$ cat src/rtl/sdram_port_arbiter.sv
// Shares the SDRAM controller user port between NPORTS clients: round-robin
// (optionally port-0 priority) grant, with a tag FIFO steering read data back.
module sdram_port_arbiter #(
    parameter int unsigned NPORTS = 3,
    parameter int unsigned ADDR_W = 25,
    parameter int unsigned DATA_W = 8,
    parameter int unsigned MAX_RD = 4,
    parameter int unsigned PRIO0  = 0
) (
    input  logic                       clk,
    input  logic                       rst_n,
    input  logic [NPORTS*ADDR_W-1:0]   p_addr,
    input  logic [NPORTS*DATA_W-1:0]   p_wdata,
    input  logic [NPORTS-1:0]          p_wr,
    input  logic [NPORTS-1:0]          p_rd,
    output logic [NPORTS-1:0]          p_ack,
    output logic [NPORTS-1:0]          p_val,
    output logic [DATA_W-1:0]          p_rdata,
    output logic [ADDR_W-1:0]          mem_addr,
    output logic [DATA_W-1:0]          mem_wdata,
    output logic                       mem_wr,
    output logic                       mem_rd,
    input  logic                       mem_rdy,
    input  logic                       mem_val,
    input  logic [DATA_W-1:0]          mem_rdata,
    output logic                       rd_overflow
);

    localparam int unsigned PTR_W = $clog2(NPORTS);
    localparam int unsigned FA_W  = $clog2(MAX_RD);
    localparam int unsigned CNT_W = FA_W + 1;

    logic [PTR_W-1:0]  rr_ptr_q, rr_ptr_d;
    logic [PTR_W-1:0]  tag_mem_q [MAX_RD];
    logic [FA_W-1:0]   wr_ptr_q, wr_ptr_d;
    logic [FA_W-1:0]   rd_ptr_q, rd_ptr_d;
    logic [CNT_W-1:0]  count_q, count_d;
    logic [NPORTS-1:0] p_val_q, p_val_d;
    logic [DATA_W-1:0] p_rdata_q, p_rdata_d;
    logic              ovf_q, ovf_d;

    logic [NPORTS-1:0] elig;
    logic              fifo_full;
    logic              any_elig;
    logic              hi_found;
    logic [PTR_W-1:0]  hi_win;
    logic [PTR_W-1:0]  lo_win;
    logic [PTR_W-1:0]  win;
    logic              win_wr;
    logic              accept;
    logic              push;
    logic              pop;

    // Winner selection: lowest eligible index at/after rr_ptr, else wrap to lowest overall.
    always_comb begin
        fifo_full = (count_q == CNT_W'(MAX_RD));
        elig      = p_wr | (p_rd & {NPORTS{~fifo_full}});
        any_elig  = |elig;
        hi_found  = 1'b0;
        hi_win    = '0;
        lo_win    = '0;
        for (int i = NPORTS - 1; i >= 0; i--) begin
            if (elig[i]) begin
                lo_win = PTR_W'(i);
                if (PTR_W'(i) >= rr_ptr_q) begin
                    hi_found = 1'b1;
                    hi_win   = PTR_W'(i);
                end
            end
        end
        if ((PRIO0 != 0) && elig[0]) begin
            win = '0;
        end else if (hi_found) begin
            win = hi_win;
        end else if (any_elig) begin
            win = lo_win;
        end else begin
            win = rr_ptr_q;
        end
    end

    // Request mux; idle selects rr_ptr's fields so the bus stays stable.
    always_comb begin
        mem_addr  = '0;
        mem_wdata = '0;
        win_wr    = 1'b0;
        for (int i = 0; i < NPORTS; i++) begin
            if (PTR_W'(i) == win) begin
                mem_addr  = p_addr[i*ADDR_W +: ADDR_W];
                mem_wdata = p_wdata[i*DATA_W +: DATA_W];
                win_wr    = p_wr[i];
            end
        end
        mem_wr = rst_n & any_elig & win_wr;
        mem_rd = rst_n & any_elig & ~win_wr;
    end

    always_comb begin
        accept    = mem_rdy & (mem_wr | mem_rd);
        p_ack     = accept ? (NPORTS'(1) << win) : '0;
        push      = accept & mem_rd;
        pop       = mem_val & (count_q != '0);
        rr_ptr_d  = rr_ptr_q;
        if (accept) begin
            rr_ptr_d = (win == PTR_W'(NPORTS - 1)) ? '0 : win + 1'b1;
        end
        wr_ptr_d  = push ? wr_ptr_q + 1'b1 : wr_ptr_q;
        rd_ptr_d  = pop ? rd_ptr_q + 1'b1 : rd_ptr_q;
        count_d   = count_q + CNT_W'(push) - CNT_W'(pop);
        p_val_d   = pop ? (NPORTS'(1) << tag_mem_q[rd_ptr_q]) : '0;
        p_rdata_d = pop ? mem_rdata : p_rdata_q;
        ovf_d     = ovf_q | (mem_val & (count_q == '0));
    end

    always_ff @(posedge clk or negedge rst_n) begin
        if (!rst_n) begin
            rr_ptr_q  <= '0;
            wr_ptr_q  <= '0;
            rd_ptr_q  <= '0;
            count_q   <= '0;
            p_val_q   <= '0;
            p_rdata_q <= '0;
            ovf_q     <= 1'b0;
        end else begin
            rr_ptr_q  <= rr_ptr_d;
            wr_ptr_q  <= wr_ptr_d;
            rd_ptr_q  <= rd_ptr_d;
            count_q   <= count_d;
            p_val_q   <= p_val_d;
            p_rdata_q <= p_rdata_d;
            ovf_q     <= ovf_d;
        end
    end

    // Tag storage needs no reset: entries are only read once counted valid.
    always_ff @(posedge clk) begin
        if (push) begin
            tag_mem_q[wr_ptr_q] <= win;
        end
    end

    assign p_val       = p_val_q;
    assign p_rdata     = p_rdata_q;
    assign rd_overflow = ovf_q;

endmodule

$ cat config.mk
export PLATFORM = sky130hd
export DESIGN_NAME = sdram_port_arbiter
export DESIGN_NICKNAME = d
export VERILOG_FILES = /design/src/rtl/sdram_port_arbiter.sv
export SDC_FILE = /design/constraint.sdc
export NUM_CORES = 1
export LEC_CHECK = 0
export CORE_MARGIN = 3
export CORE_UTILIZATION = 40
export CTS_CLUSTER_SIZE = 14
export DETAILED_ROUTE_END_ITERATION = 8
export PLACE_DENSITY_LB_ADDON = 0.25
export SYNTH_ARGS = -nofsm -noshare
export SYNTH_HDL_FRONTEND = slang
export SYNTH_SLANG_ARGS = --single-unit
$ cat constraint.sdc
create_clock -name clk -period 3.7 [get_ports clk]
set_input_delay 0.555 -clock clk [delete_from_list [all_inputs] [get_ports clk]]
set_output_delay 0.555 -clock clk [all_outputs]
set_load 0.01 [all_outputs]
==> flow_summary.toml <==
[sta]
setup_viol_count_final = 0
skew_ns = 0.00666
drv_slew = 0
worst_pin_slew_ns = 0.791
fmax_mhz = 279
finalHoldViolations = 0
finalCritPeriodShare_pct = 96.9
period_needed_ns = 3.58
relSlewSlack_pct = 47.1
rsz0062_at_grt = "false"
setup_tns_ns = 0

[yosys]
synthArstFlopShare_pct = 72.4
ys_top_cells_by_area = "dfrtp_1 17%, a21oi_1 16%, nand2_1 15%"
seq_area_frac_synth_pct = 24.5
yosysUniqueCellTypes = 48
ys.flop_type = "dfrtp_1"
yosysTopAreaCell = "dfrtp_1"
synth_top_area_share_pct = 16.8
synth.most_common_cell = "nand2_1"
yosysWarnings = 0
synth_edf_count = 8
synth_area_mm2 = 0.00312
syn_inst = 471
syn_avg_cell_area_um2 = 6.63
synthesis.nets = 595
ys_seq_elements = 29
synth_common_cells = "122 x nand2_1, 98 x a21oi_1, 40 x nor2_1"

[placed_design]
dpl.hpwl_mm = 8.69
routabilityCongestion = 0.842
port_buffers = 166

[worst_setup_path]
crit_cells = 10
endpoint = "mem_addr[14]"
crit_chain = "clkdlybuf4s50_1 > or4b_1 > and2_1 > o21a_1 > o221ai_2 > buf_6 > buf_4 > nand2_1 > a31oi_1 > dlygate4sd2_1"
reg2reg_depth = 12
crit_slowest_cell = "or4b_1"
crit_start = "p_wr[2]"
crit_buf_inv = 4
cpPeakStageDelay_ns = 0.57
rr_startpoint = "count_q[1]"
crit_type = "in2out"
ff2ff_setup_slack_ns = 0.37
required_ns = 3.14
r2r_end = "count_q[2]"
cp-start-kind = "input pin"
path_delay_family = "buffers and inverters"
path_max_fanout = 17
cp.arrival_ns = 3.03
crit_path_end_kind = "output pin"

[final_layout]
nets = 759
drive_above_1_share_pct = 8.96
regArea_um2 = 767
antenna_cells = 0
multi_input_area_mm2 = 0.00220
final.fill_count = 627
area_delta_synth_final_pct = 64.9

[die]
io_pins = 167
fp.dieW_um = 94.4
num_rows = 31
die-area_mm2 = 0.00891
die_y_um = 94.4
initial_core_util_pct = 42.2
core_mm2 = 0.00741

[drt]
drt-met1-wl_mm = 4.61
drt-initial-drc-count = 218
first_pass_iters = 5
vias = 4196
finalWirelength_mm = 11.8
wl_met3_um = 874
top_layer_used = "met4"
route.detailed.drc = 0
viasPerCell = 5.71
routedWlPerCell_um = 16.0
wl_met2_mm = 5.98
antenna_left = 0

[grt]
grt_max_degree = 41
grt_pass1_wl_mm = 18.5
first_global_vias = 4117
grt_overflow_total = 0
grt_antenna_before_repair = 0
grt_usage_pct = 25.4

[clock_tree]
insertion_delay_ns = 0.28
cts_buffers = 5
clkSinkCount = 29
cts_root_buf = "clkbuf_8"
holdBufCountCts = 0
cts_tree = "built"
clk_path_buf_depth = 2
clkTransAtPathRegs_ns = 0.06
htree_levels = 2

[pwr]
leakage_nw = 2.15
power_w = 0.00342
powerDensity_mw_per_mm2 = 664
max-vdd-ir-drop_mv = 0.312

[job]
max_cap_viol_count = 0

[outcome]
status = "finished, final reports clean"

[worst_hold_path]
hp-class = "reg2reg"
[power by group]
part / internal (W) / switching [W]
sequential: 0.000449 / 0.000102
combinational: 0.00114 / 0.00141
clock: 0.000198 / 0.000122
total: 0.00179 / 0.00164
[layer usage]
layer | track usage [%] | up-vias
met5 | 0 | -
met4 | 9.51 | 0
met3 | 4.30 | 25
met2 | 45.4 | 190
met1 | 30.4 | 1976
li1 | - | 2005
[sequential cells by signal, summed over array words and instances (netlist names)]
register     count
wr_ptr_q         2
rd_ptr_q         2
p_rdata          8
rr_ptr_q         2
p_val            3
rd_overflow      1
tag_mem_q        8
count_q          3
[cells by family after synthesis]
group | after synthesis | synth area share [%]
adders and majority gates | 7 | 3.04
and+or+nand+nor | 190 | 25.2
buffers and inverters | 53 | 7.29
xor gates and xnor gates | 5 | 1.40
DFF | 29 | 24.5
muxes | 3 | 1.80
AOI/OAI and AO/OA | 184 | 36.8
[layout by cell type (no fill, tap or decap), types with 2 or more instances in the layout]
cell	count
nor3_1	3
dlygate4sd2_1	34
nand2b_1	2
a31oi_1	32
xnor2_1	5
buf_6	3
edfxtp_1	8
mux4_2	2
nand2_1	122
a21oi_1	97
nor3b_1	2
clkdlybuf4s50_1	129
buf_12	2
and2_1	3
buf_4	27
dlymetal6s2s_1	3
clkbuf_8	5
inv_1	11
o211ai_1	32
o21ai_0	2
a211o_1	3
ha_1	6
dfrtp_1	20
a21o_1	4
clkinv_1	2
or2_2	2
or2_1	2
nor2_1	39
nand3_1	5
[what timing repair did]
action	CTS	global route
pin swaps	1	5
gates resized for setup	42	8
setup endpoints to repair	37	6
setup buffers	2	0
cloned	0	0
[worst min-delay path: stages (launching register included)]
cell and delay, ns:
dfrtp_1 0.34, nand2_1 0.05, nand2_1 0.05
[worst min path at each step]
stage,start,end,cells past startpoint
global placement,rd_overflow,rd_overflow,1
detailed placement,rd_overflow,rd_overflow,1
floorplan,rst_n,count_q[0],0
global route,p_rdata[7],p_rdata[7],2
CTS,rd_overflow,rd_overflow,1
finish,p_rdata[7],p_rdata[7],2
[area by class of cell]
cell class              instances  area share [%]
clock buffers                   5            1.34
repair buffers                198            36.9
inverters                      12           0.874
flip-flops and latches         29            14.9
well taps                      99            2.40
clock inverters                 3           0.802
multi-input cells             389            42.7
[per-stage QoR]
stage	cells	hold slack, ns	setup slack (ns)	instance area (um2)	utilization, %
2_1_floorplan	471	0.259	0.484	3120	-
3_5_place_dp	725	0.459	-0.361	4980	67.3
6_report	735	0.479	0.116	5150	69.5
5_1_grt	735	0.493	0.00658	5150	69.5
4_1_cts	735	0.476	-0.0172	5110	69.0
3_3_place_gp	725	0.450	-0.242	4980	67.3
Power figures use the tool's default switching activity.
